## src/rtl/bru_pkg.sv

```systemverilog
// Shared types for the branch resolve unit: operation encoding, branch
// condition codes and the result entry carried through the output queue.
package bru_pkg;

    // Widest datapath supported; result entries are sized for it.
    localparam int BRU_MAX_XLEN = 64;

    typedef enum logic [2:0] {
        BRU_NONE = 3'd0,
        BRU_JAL  = 3'd1,
        BRU_JALR = 3'd2,
        BRU_BR   = 3'd3,
        BRU_SYS  = 3'd4
    } bru_op_t;

    localparam logic [2:0] F3_BEQ  = 3'b000;
    localparam logic [2:0] F3_BNE  = 3'b001;
    localparam logic [2:0] F3_BLT  = 3'b100;
    localparam logic [2:0] F3_BGE  = 3'b101;
    localparam logic [2:0] F3_BLTU = 3'b110;
    localparam logic [2:0] F3_BGEU = 3'b111;

    typedef struct packed {
        bru_op_t                 op;
        logic                    taken;
        logic                    mispred;
        logic                    misalign;
        logic [BRU_MAX_XLEN-1:0] target;
        logic [BRU_MAX_XLEN-1:0] link;
    } bru_entry_t;

endpackage

```

## src/rtl/bru_result_fifo.sv

```systemverilog
// Small circular result queue. DEPTH must be a power of two so the
// pointers wrap naturally. Storage is not reset; only occupancy is.
module bru_result_fifo #(
    parameter int  DEPTH   = 2,
    parameter type entry_t = logic
) (
    input  logic   clk,
    input  logic   rst,
    input  logic   flush,
    input  logic   push,
    input  logic   pop,
    input  entry_t wr_data,
    output entry_t rd_data,
    output logic   full,
    output logic   empty
);

    localparam int PTR_W = (DEPTH > 1) ? $clog2(DEPTH) : 1;

    entry_t           mem [DEPTH];
    logic [PTR_W-1:0] wr_ptr;
    logic [PTR_W-1:0] rd_ptr;
    logic [PTR_W:0]   count;

    // Pointer and occupancy tracking; flush empties the queue next cycle.
    always_ff @(posedge clk or posedge rst) begin
        if (rst) begin
            wr_ptr <= '0;
            rd_ptr <= '0;
            count  <= '0;
        end else if (flush) begin
            wr_ptr <= '0;
            rd_ptr <= '0;
            count  <= '0;
        end else begin
            if (push) wr_ptr <= wr_ptr + 1'b1;
            if (pop)  rd_ptr <= rd_ptr + 1'b1;
            case ({push, pop})
                2'b10:   count <= count + 1'b1;
                2'b01:   count <= count - 1'b1;
                default: count <= count;
            endcase
        end
    end

    // Entry storage written at the tail.
    always_ff @(posedge clk) begin
        if (push && !flush) mem[wr_ptr] <= wr_data;
    end

    assign rd_data = mem[rd_ptr];
    assign full    = (count == (PTR_W + 1)'(DEPTH));
    assign empty   = (count == '0);

endmodule

```

## src/rtl/branch_resolve_unit.sv

```systemverilog
// Resolves jumps, branches and system redirects, queues the results and
// keeps branch / misprediction performance counters.
module branch_resolve_unit
    import bru_pkg::*;
#(
    parameter int XLEN  = 64,
    parameter int DEPTH = 2,
    parameter int RVC   = 0,
    parameter int CNT_W = 32
) (
    input  logic            clk,
    input  logic            rst,
    input  logic            flush,
    input  logic            in_vld,
    output logic            in_rdy,
    input  bru_op_t         in_op,
    input  logic [2:0]      in_func3,
    input  logic            in_is_rvc,
    input  logic [XLEN-1:0] in_pc,
    input  logic [XLEN-1:0] in_src1,
    input  logic [XLEN-1:0] in_src2,
    input  logic [XLEN-1:0] in_imm,
    input  logic [XLEN-1:0] in_csr,
    input  logic            in_pred_taken,
    input  logic [XLEN-1:0] in_pred_pc,
    output logic            out_vld,
    input  logic            out_rdy,
    output logic            out_taken,
    output logic [XLEN-1:0] out_target,
    output logic [XLEN-1:0] out_link,
    output logic            out_mispred,
    output logic            out_misalign,
    output logic [CNT_W-1:0] cnt_br,
    output logic [CNT_W-1:0] cnt_mispred
);

    logic [XLEN-1:0] pc_imm;
    logic [XLEN-1:0] jalr_sum;
    logic [XLEN-1:0] target;
    logic [XLEN-1:0] link;
    logic            taken;
    logic            misalign;
    logic            mispred;
    bru_entry_t      wr_entry;
    bru_entry_t      head;
    logic            full;
    logic            empty;
    logic            push;
    logic            pop;

    function automatic logic br_cond(input logic [2:0] f3,
                                     input logic [XLEN-1:0] a,
                                     input logic [XLEN-1:0] b);
        logic signed [XLEN-1:0] sa;
        logic signed [XLEN-1:0] sb;
        sa = $signed(a);
        sb = $signed(b);
        case (f3)
            F3_BEQ:  return a == b;
            F3_BNE:  return a != b;
            F3_BLT:  return sa < sb;
            F3_BGE:  return sa >= sb;
            F3_BLTU: return a < b;
            F3_BGEU: return a >= b;
            default: return 1'b0;
        endcase
    endfunction

    // Direction, target, link and prediction check for the incoming request.
    always_comb begin
        pc_imm   = in_pc + in_imm;
        jalr_sum = in_src1 + in_imm;
        target   = pc_imm;
        taken    = 1'b0;
        case (in_op)
            BRU_JAL:  taken = 1'b1;
            BRU_JALR: begin
                target = {jalr_sum[XLEN-1:1], 1'b0};
                taken  = 1'b1;
            end
            BRU_BR:   taken = br_cond(in_func3, in_src1, in_src2);
            BRU_SYS:  begin
                target = in_csr;
                taken  = 1'b1;
            end
            default:  taken = 1'b0;
        endcase
        link     = in_pc + (in_is_rvc ? XLEN'(2) : XLEN'(4));
        // With compressed support only bit 0 must be clear.
        misalign = taken & ((RVC != 0) ? target[0] : |target[1:0]);
        mispred  = ~misalign & ((taken != in_pred_taken) |
                                (taken & (target != in_pred_pc)));
    end

    // Pack the result into a full-width queue entry.
    always_comb begin
        wr_entry                    = '0;
        wr_entry.op                 = in_op;
        wr_entry.taken              = taken;
        wr_entry.mispred            = mispred;
        wr_entry.misalign           = misalign;
        wr_entry.target[XLEN-1:0]   = target;
        wr_entry.link[XLEN-1:0]     = link;
    end

    // in_rdy depends only on occupancy and flush, never on out_rdy.
    assign in_rdy  = ~full & ~flush;
    assign push    = in_vld & in_rdy;
    assign out_vld = ~empty;
    assign pop     = out_vld & out_rdy;

    bru_result_fifo #(
        .DEPTH   (DEPTH),
        .entry_t (bru_entry_t)
    ) u_fifo (
        .clk     (clk),
        .rst     (rst),
        .flush   (flush),
        .push    (push),
        .pop     (pop),
        .wr_data (wr_entry),
        .rd_data (head),
        .full    (full),
        .empty   (empty)
    );

    // Outputs read as zero whenever no entry is presented.
    assign out_taken    = out_vld & head.taken;
    assign out_mispred  = out_vld & head.mispred;
    assign out_misalign = out_vld & head.misalign;
    assign out_target   = out_vld ? head.target[XLEN-1:0] : '0;
    assign out_link     = out_vld ? head.link[XLEN-1:0]   : '0;

    if (XLEN < BRU_MAX_XLEN) begin : g_pad
        logic unused_pad;
        assign unused_pad = ^{head.target[BRU_MAX_XLEN-1:XLEN],
                              head.link[BRU_MAX_XLEN-1:XLEN]};
    end

    // Count retired control-flow entries; a flush cycle leaves counters alone.
    always_ff @(posedge clk or posedge rst) begin
        if (rst) begin
            cnt_br      <= '0;
            cnt_mispred <= '0;
        end else if (pop && !flush && head.op != BRU_NONE) begin
            cnt_br <= cnt_br + 1'b1;
            if (head.mispred) cnt_mispred <= cnt_mispred + 1'b1;
        end
    end

endmodule

```

## config.mk

```make
export PLATFORM = sky130hd
export DESIGN_NAME = branch_resolve_unit
export DESIGN_NICKNAME = d
export VERILOG_FILES = /design/src/rtl/bru_pkg.sv /design/src/rtl/bru_result_fifo.sv /design/src/rtl/branch_resolve_unit.sv
export SDC_FILE = /design/constraint.sdc
export NUM_CORES = 1
export LEC_CHECK = 0
export ABC_AREA = 0
export CORE_AREA = 2 2 234 236
export CTS_BUF_LIST = sky130_fd_sc_hd__clkbuf_4 sky130_fd_sc_hd__clkbuf_8
export DETAILED_ROUTE_END_ITERATION = 12
export DIE_AREA = 0 0 236 238
export HOLD_SLACK_MARGIN = 0.05
export PLACE_DENSITY = 0.86
export SYNTH_ARGS = -nofsm -noshare
export SYNTH_HDL_FRONTEND = slang
export SYNTH_HIERARCHICAL = 1
export SYNTH_SLANG_ARGS = --single-unit
```

## constraint.sdc

```tcl
create_clock -name clk -period 32.6 [get_ports clk]
set_clock_uncertainty 0.05 [all_clocks]
set_input_delay 4.89 -clock clk [delete_from_list [all_inputs] [get_ports clk]]
set_output_delay 4.89 -clock clk [all_outputs]
set_load 0.005 [all_outputs]
```

==> results of run 1 <==
## final timing paths
path                                            from                     endpoint  slack (ps)  depth (start not counted)
max                                            flush                       in_rdy       21450                          3
min                           cnt_br[31]$_DFFE_PP0P_       cnt_br[31]$_DFFE_PP0P_         430                          1
max reg2reg                u_fifo/rd_ptr$_DFFE_PP0P_  cnt_mispred[25]$_DFFE_PP0P_       27660                         11
min reg2reg                   cnt_br[31]$_DFFE_PP0P_       cnt_br[31]$_DFFE_PP0P_         430                          1
max in group asynchronous                        rst       cnt_br[12]$_DFFE_PP0P_       27020                          3
min in group asynchronous                        rst  u_fifo/count[1]$_DFFE_PP0P_        4440                          2
## worst register-to-register path, cell delays in order (launching register included)
cell and delay (ps):
dfrtp_4 830, buf_4 880, mux2_2 360, nor3_1 60, nor3b_1 700, and2_0 390, nand4_1 240, nor2_1 450
nand3_1 320, nor2_1 260, nand3_1 130, xnor2_1 150
## layout make-up
| class | instances | area, µm² |
|---|---|---|
| Fill cell | 4327 | 18300 |
| Multi-Input combinational cell | 2392 | 16900 |
| Sequential cell | 336 | 9750 |
| Timing Repair Buffer | 612 | 6080 |
| Clock buffer | 78 | 948 |
| Tap cell | 696 | 871 |
| Inverter | 124 | 465 |
| Clock inverter | 25 | 129 |
| Antenna cell | 29 | 72.6 |
## kinds of logic (layout without fill, tap and decap cells)
group / after synthesis / after routing / synth area share (%)
flops: 336 / 336 / 35.3
other cells: 0 / 29 / 0
mux: 162 / 162 / 7.19
simple gates: 1079 / 1079 / 19.9
xor+xnor: 252 / 252 / 8.05
compound gates: 703 / 703 / 16.8
buf+inv: 252 / 839 / 3.75
fa+ha+maj: 196 / 196 / 8.96
## routing by layer
metal / up-vias / share of wire [%] / global-route usage [%]
li1: 12200 / - / -
met1: 12900 / 39 / 49.9
met2: 1645 / 46 / 61.2
met3: 231 / 11 / 7.81
met4: 0 / 3.8 / 15.0
met5: - / 0 / 0
## power breakdown
group | switching, mW | total (mW) | internal [mW]
Clock | 0.175 | 0.363 | 0.188
Sequential | 0.0140 | 0.505 | 0.491
Combinational | 0.319 | 0.583 | 0.264
## registers in the layout, indices dropped and copies added, names as in the netlist
signal and flops:
cnt_br 32, cnt_mispred 32, u_fifo/count 2, u_fifo/mem 268, u_fifo/rd_ptr 1, u_fifo/wr_ptr 1
## synthesized netlist by cell type (68+ instances only)
cell type  instances  area (µm²)
a21oi_1          214        1070
dfrtp_1           68        1700
nor2_1           206         773
nand2_1          261         980
xnor2_1          160        1400
ha_1             193        2410
xor2_1            91         797
nor2b_1          147         920
clkbuf_1          97         364
nand3_1           98         490
edfxtp_1         268        8050
o21ai_0          128         641
nand4_1          121         757
inv_1            124         465
mux2_2            90        1010
## cell usage in the layout, fill, tap and decap left out, types with 91 or more instances in the layout
cell               n
nor2_1           204
ha_1             193
nor2b_1          147
nand3_1           98
nand2_1          261
inv_1            123
clkdlybuf4s50_1  593
edfxtp_1         268
xnor2_1          160
a21oi_1          214
xor2_1            91
o21ai_0          128
nand4_1          121
## through the flow
stage               setup slack (ps)  utilization [%]  total power [mW]
detailed placement             21460             63.6              1.08
global placement               21510             63.6              1.07
finish                         21450             65.7              1.45
global route                   21380             65.7              1.51
CTS                            21440             65.6              1.44
floorplan                      16710                -             0.825
==> key figures, run 1 <==
Cells and area
  – Final Net Count: 4115
  – Post-route insts no fill: 4292
  – Share of layout cells above drive strength 1: approximately 8.3%
  – Area Growth Syn to Fin: 27.4%
  – Cell area after layout: approximately 0.035 mm²

Critical path
  – Crit path arrival time: about 6200 ps
  – CP max stage cell: clkdlybuf4s50_1
  – CP max FO: 8
  – Delay-heaviest family, CP: buffers and inverters
  – CP required: ~28000 ps
  – Most used cell, CP: clkdlybuf4s50_1
  – CP endpoint kind: output pin
  – Buf+Inv Stages, Crit Path: 2
  – Crit-path max cell delay: 580 ps
  – CP Class: primary input to output pin
  – Critical Path Start Type: primary input
  – Critical-path cell list: clkdlybuf4s50_1 -> nor2_1 -> clkdlybuf4s50_1

Timing
  – Final Hold Vio Count: 0
  – Slew HR: roughly an eighth
  – Max-slew violation count: 0
  – # setup viols final: 0
  – Worst slew pin tran: roughly 1300 ps
  – Minimum clock period: about 11000 ps
  – Setup TNS: 0 ps
  – RSZ-0062 raised after global routing: false
  – Final Cycle Share: about a third
  – WHS: between 400 and 500 ps
  – Fmax: between 80 and 90 MHz

Placed design
  – Port bufs: 593
  – Placed insts: 4160
  – Placer Congestion: 1.03
  – Hpwl dp: about 89000 µm
  – Post-DP Area: approximately 0.034 mm²

Run
  – Max-Cap Viols: 0

Drt
  – Detail Route Antenna Nets: 0
  – WL/cell: around 26 µm
  – DRC: 0
  – Avg Vias per Cell: ~6.3
  – Vias: 27000
  – Routed WL: ~110000 µm
  – Initial DRC count: about 3200
  – DRT Pass-1 Iters: 6

Synthesis
  – Syn Nets: between 3000 and 4000
  – Yosys warns: 6
  – Sequential-to-total area share from yosys stat: between 30% and 40%
  – Synth Flop Type: edfxtp_1
  – Synth cell types: between 90 and 100
  – Post-synth EDFFs: around 270
  – Syn_area_per_cell: 9.26 µm²
  – Ys async rst share: between 20% and 30%
  – Cell Area, Synth: between 0.02 and 0.03 mm²
  – Cells after synthesis: around 3000
  – FF+latch count, synth: between 300 and 400

CTS
  – Clock Tree Root: clkbuf_8
  – H-tree depth: 2
  – Clock edge transition at the registers on the reported setup and hold paths: 60 ps
  – Longest Clk Path Bufs: 3
  – Post_cts resized: 0
  – CTS tree: yes
  – Clk_lat worst skew: approximately 650 ps
  – CTS Hold Bufs: 0
  – Clock sink total: roughly 340
  – Post-CTS Setup Bufs: 0
  – Cts bufs inserted: 56

Global route
  – Pin count of the biggest net entering global routing: just over 70
  – Number of global-route vias before repair: between 20000 and 30000
  – First-pass GRT wire length: between 150000 and 200000 µm
  – Initial antenna violation count: 26
  – GRT Residual Overflow: 0
  – Total track usage: 37.9%

Floorplanning
  – Row cnt: 85
  – Die footprint: approximately 0.056 mm²
  – I/O pin cnt: 594
  – Die height: ~240 µm
  – Die X: 236 µm
  – Std-Cell Core Area: ~0.053 mm²
  – Initial core utilization: about 52%

Status
  – Status: completed

Power
  – P_leak: ~13 nW
  – Worst IR Drop VDD: 0.0318 mV
  – P per Cell Area: approximately 41 mW/mm²

Hold path
  – Hold WC Path Type: flop to flop
(Power assumes the default switching activity.)
==> run 2, diff against run 1 <==
Settings changed: CORE_AREA 2 2 234 236 to unset, CORE_MARGIN set to 2, CORE_UTILIZATION set to 54, DIE_AREA 0 0 236 238 to unset, PLACE_DENSITY 0.86 to 0.89.
Clock period 32.6 ns to 11.65 ns, I/O delays scaled along.
==> key figures, run 2 (synthesis gave the netlist of run 1 again) <==
Floorplanning
  – Std-Cell Core Area: a little over 0.05 mm²
  – Initial core utilization: roughly 55%
  – Row cnt: between 80 and 90
  – I/O pin cnt: 594
  – Die footprint: 0.0530 mm²
  – Die height: 230 µm
  – Die X: 230 µm

Power
  – Post-layout power: 4.13 mW
  – Gate power share: a little over 40%
  – Net Sw Power: 1.49 mW
  – P_leak: about 13 nW
  – Internal power of the cells: between 2 and 3 mW
  – Seq pwr share: between 30 and 40%
  – P per Cell Area: approximately 120 mW/mm²
  – Sw Share: 36.1%
  – Worst IR Drop VDD: 0.105 mV
  – Power share of the clock group: 25.3%

Placed design
  – Placer Congestion: 1.08
  – Port bufs: 593
  – Hpwl dp: about 93000 µm
  – DP Worst Slack: 4610 ps
  – Placed insts: 4138

Drt
  – Initial DRC count: 3500
  – DRC: 0
  – DRT Pass-1 Iters: 6
  – Vias: 27700
  – WL/cell: roughly 27 µm
  – Avg Vias per Cell: 6.48
  – Routed WL: roughly 120000 µm
  – Detail Route Antenna Nets: 0

CTS
  – Cts bufs inserted: 56
  – CTS Hold Bufs: 0
  – Clk_lat worst skew: ~720 ps
  – H-tree depth: 2
  – Clock sink total: ~340
  – Longest Clk Path Bufs: 3
  – CTS tree: yes
  – Clock Tree Root: clkbuf_8
  – Post_cts resized: 0
  – Post-CTS Setup Bufs: 0
  – Clock edge transition at the registers on the reported setup and hold paths: around 60 ps

Global route
  – Initial antenna violation count: 28
  – Number of global-route vias before repair: 26300
  – Pin count of the biggest net entering global routing: 82
  – GRT Residual Overflow: 0
  – First-pass GRT wire length: between 150000 and 200000 µm
  – Total track usage: a little over two fifths

Timing
  – Worst setup slack after layout: 5020 ps
  – Setup TNS: 0 ps
  – Final Hold Vio Count: 0
  – # setup viols final: 0
  – Fmax: ~150 MHz
  – Worst slew pin tran: approximately 1300 ps
  – Final Cycle Share: 56.9%
  – Max-slew violation count: 0
  – Minimum clock period: 6630 ps
  – Slew HR: approximately an eighth
  – RSZ-0062 raised after global routing: false

Cells and area
  – Top flop regs: u_fifo/mem x268, cnt_br x32, cnt_mispred x32
  – Reg with most FFs: u_fifo/mem
  – Area Growth Syn to Fin: 27.4%
  – Max reg flops: 268
  – Share of layout cells above drive strength 1: under 10%
  – Final Net Count: 4117
  – Most frequent cells in the layout: clkdlybuf4s50_1 (593), edfxtp_1 (268), nand2_1 (261)
  – Most common cell after layout, fill and taps aside: clkdlybuf4s50_1
  – Post-route insts no fill: 4268

Run
  – Max-Cap Viols: 0

Critical path
  – CP required: between 10000 and 15000 ps
  – Worst r2r path cells: 12
  – CP Class: primary input to flop
  – Worst Setup EP: u_fifo/mem[0][129]$_DFFE_PP_
  – Critical Path Start Type: primary input
  – Crit path from: in_src1[2]
  – Reg2reg start: u_fifo/count[0]$_DFFE_PP0P_
  – Critical R2R Capture: cnt_br[28]$_DFFE_PP0P_
  – FF-to-FF setup slack: 7470 ps
  – CP endpoint kind: flop
  – CP max FO: 5
  – Crit path arrival time: 6990 ps

Status
  – Status: completed

Hold path
  – Hold WC Path Type: flop to flop
## run 2: cell type report
cell class | instances | area [µm²]
multi-input cells | 2392 | 16900
fillers | 3869 | 15100
flip-flops and latches | 336 | 9750
repair buffers | 614 | 6090
clock buffers | 76 | 927
well taps | 672 | 841
inverters | 124 | 465
clock inverters | 26 | 151
diodes | 28 | 70.1
## run 2: worst min path at each step
stage / from / to / slack (ps) / cells past startpoint
floorplan: cnt_mispred[31]$_DFFE_PP0P_ / cnt_mispred[31]$_DFFE_PP0P_ / 410 / 1
global placement: cnt_mispred[31]$_DFFE_PP0P_ / cnt_mispred[31]$_DFFE_PP0P_ / 410 / 1
detailed placement: cnt_br[31]$_DFFE_PP0P_ / cnt_br[31]$_DFFE_PP0P_ / 420 / 1
CTS: cnt_br[31]$_DFFE_PP0P_ / cnt_br[31]$_DFFE_PP0P_ / 430 / 1
global route: cnt_br[31]$_DFFE_PP0P_ / cnt_br[31]$_DFFE_PP0P_ / 440 / 1
finish: cnt_br[31]$_DFFE_PP0P_ / cnt_br[31]$_DFFE_PP0P_ / 420 / 1
## run 2: critical path, cell delays in order
cell,delay (ps)
clkdlybuf4s50_1,450
ha_1,390
nand4_1,220
a211oi_1,550
nor3_4,130
o311ai_1,800
a21oi_1,190
xnor2_1,180
a222oi_1,530
xnor2_1,160
a2111o_1,320
a2111oi_2,360
nand4_1,180
a2111oi_0,410
and4_1,250
a31oi_1,110
## run 2: power by group through the flow
| stage | Sequential (mW) | Clock [mW] | Combinational (mW) |
|---|---|---|---|
| 6_report | 1.41 | 1.04 | 1.67 |
| 5_1_grt | 1.42 | 1.10 | 1.75 |
| 2_1_floorplan | 1.42 | 0 | 0.883 |
| 3_3_place_gp | 1.43 | 0 | 1.60 |
| 4_1_cts | 1.41 | 1.04 | 1.62 |
| 3_5_place_dp | 1.44 | 0 | 1.61 |
## run 2: per-layer routing
metal | global-route usage, % | up-vias | part of all wire (%)
li1 | - | 12200 | -
met1 | 56.5 | 13200 | 39
met2 | 65.8 | 1963 | 45
met3 | 8.63 | 310 | 12
met4 | 19.2 | 2 | 4.7
met5 | 0 | - | 0.011
## run 2: stage by stage
step           util (%)  hold slack [ps]  cell area (µm²)
2_1_floorplan         -              415            27600
3_3_place_gp       67.6              407            34000
3_5_place_dp       67.7              418            34000
4_1_cts            69.8              426            35100
5_1_grt            69.9              438            35200
6_report           69.9              422            35200
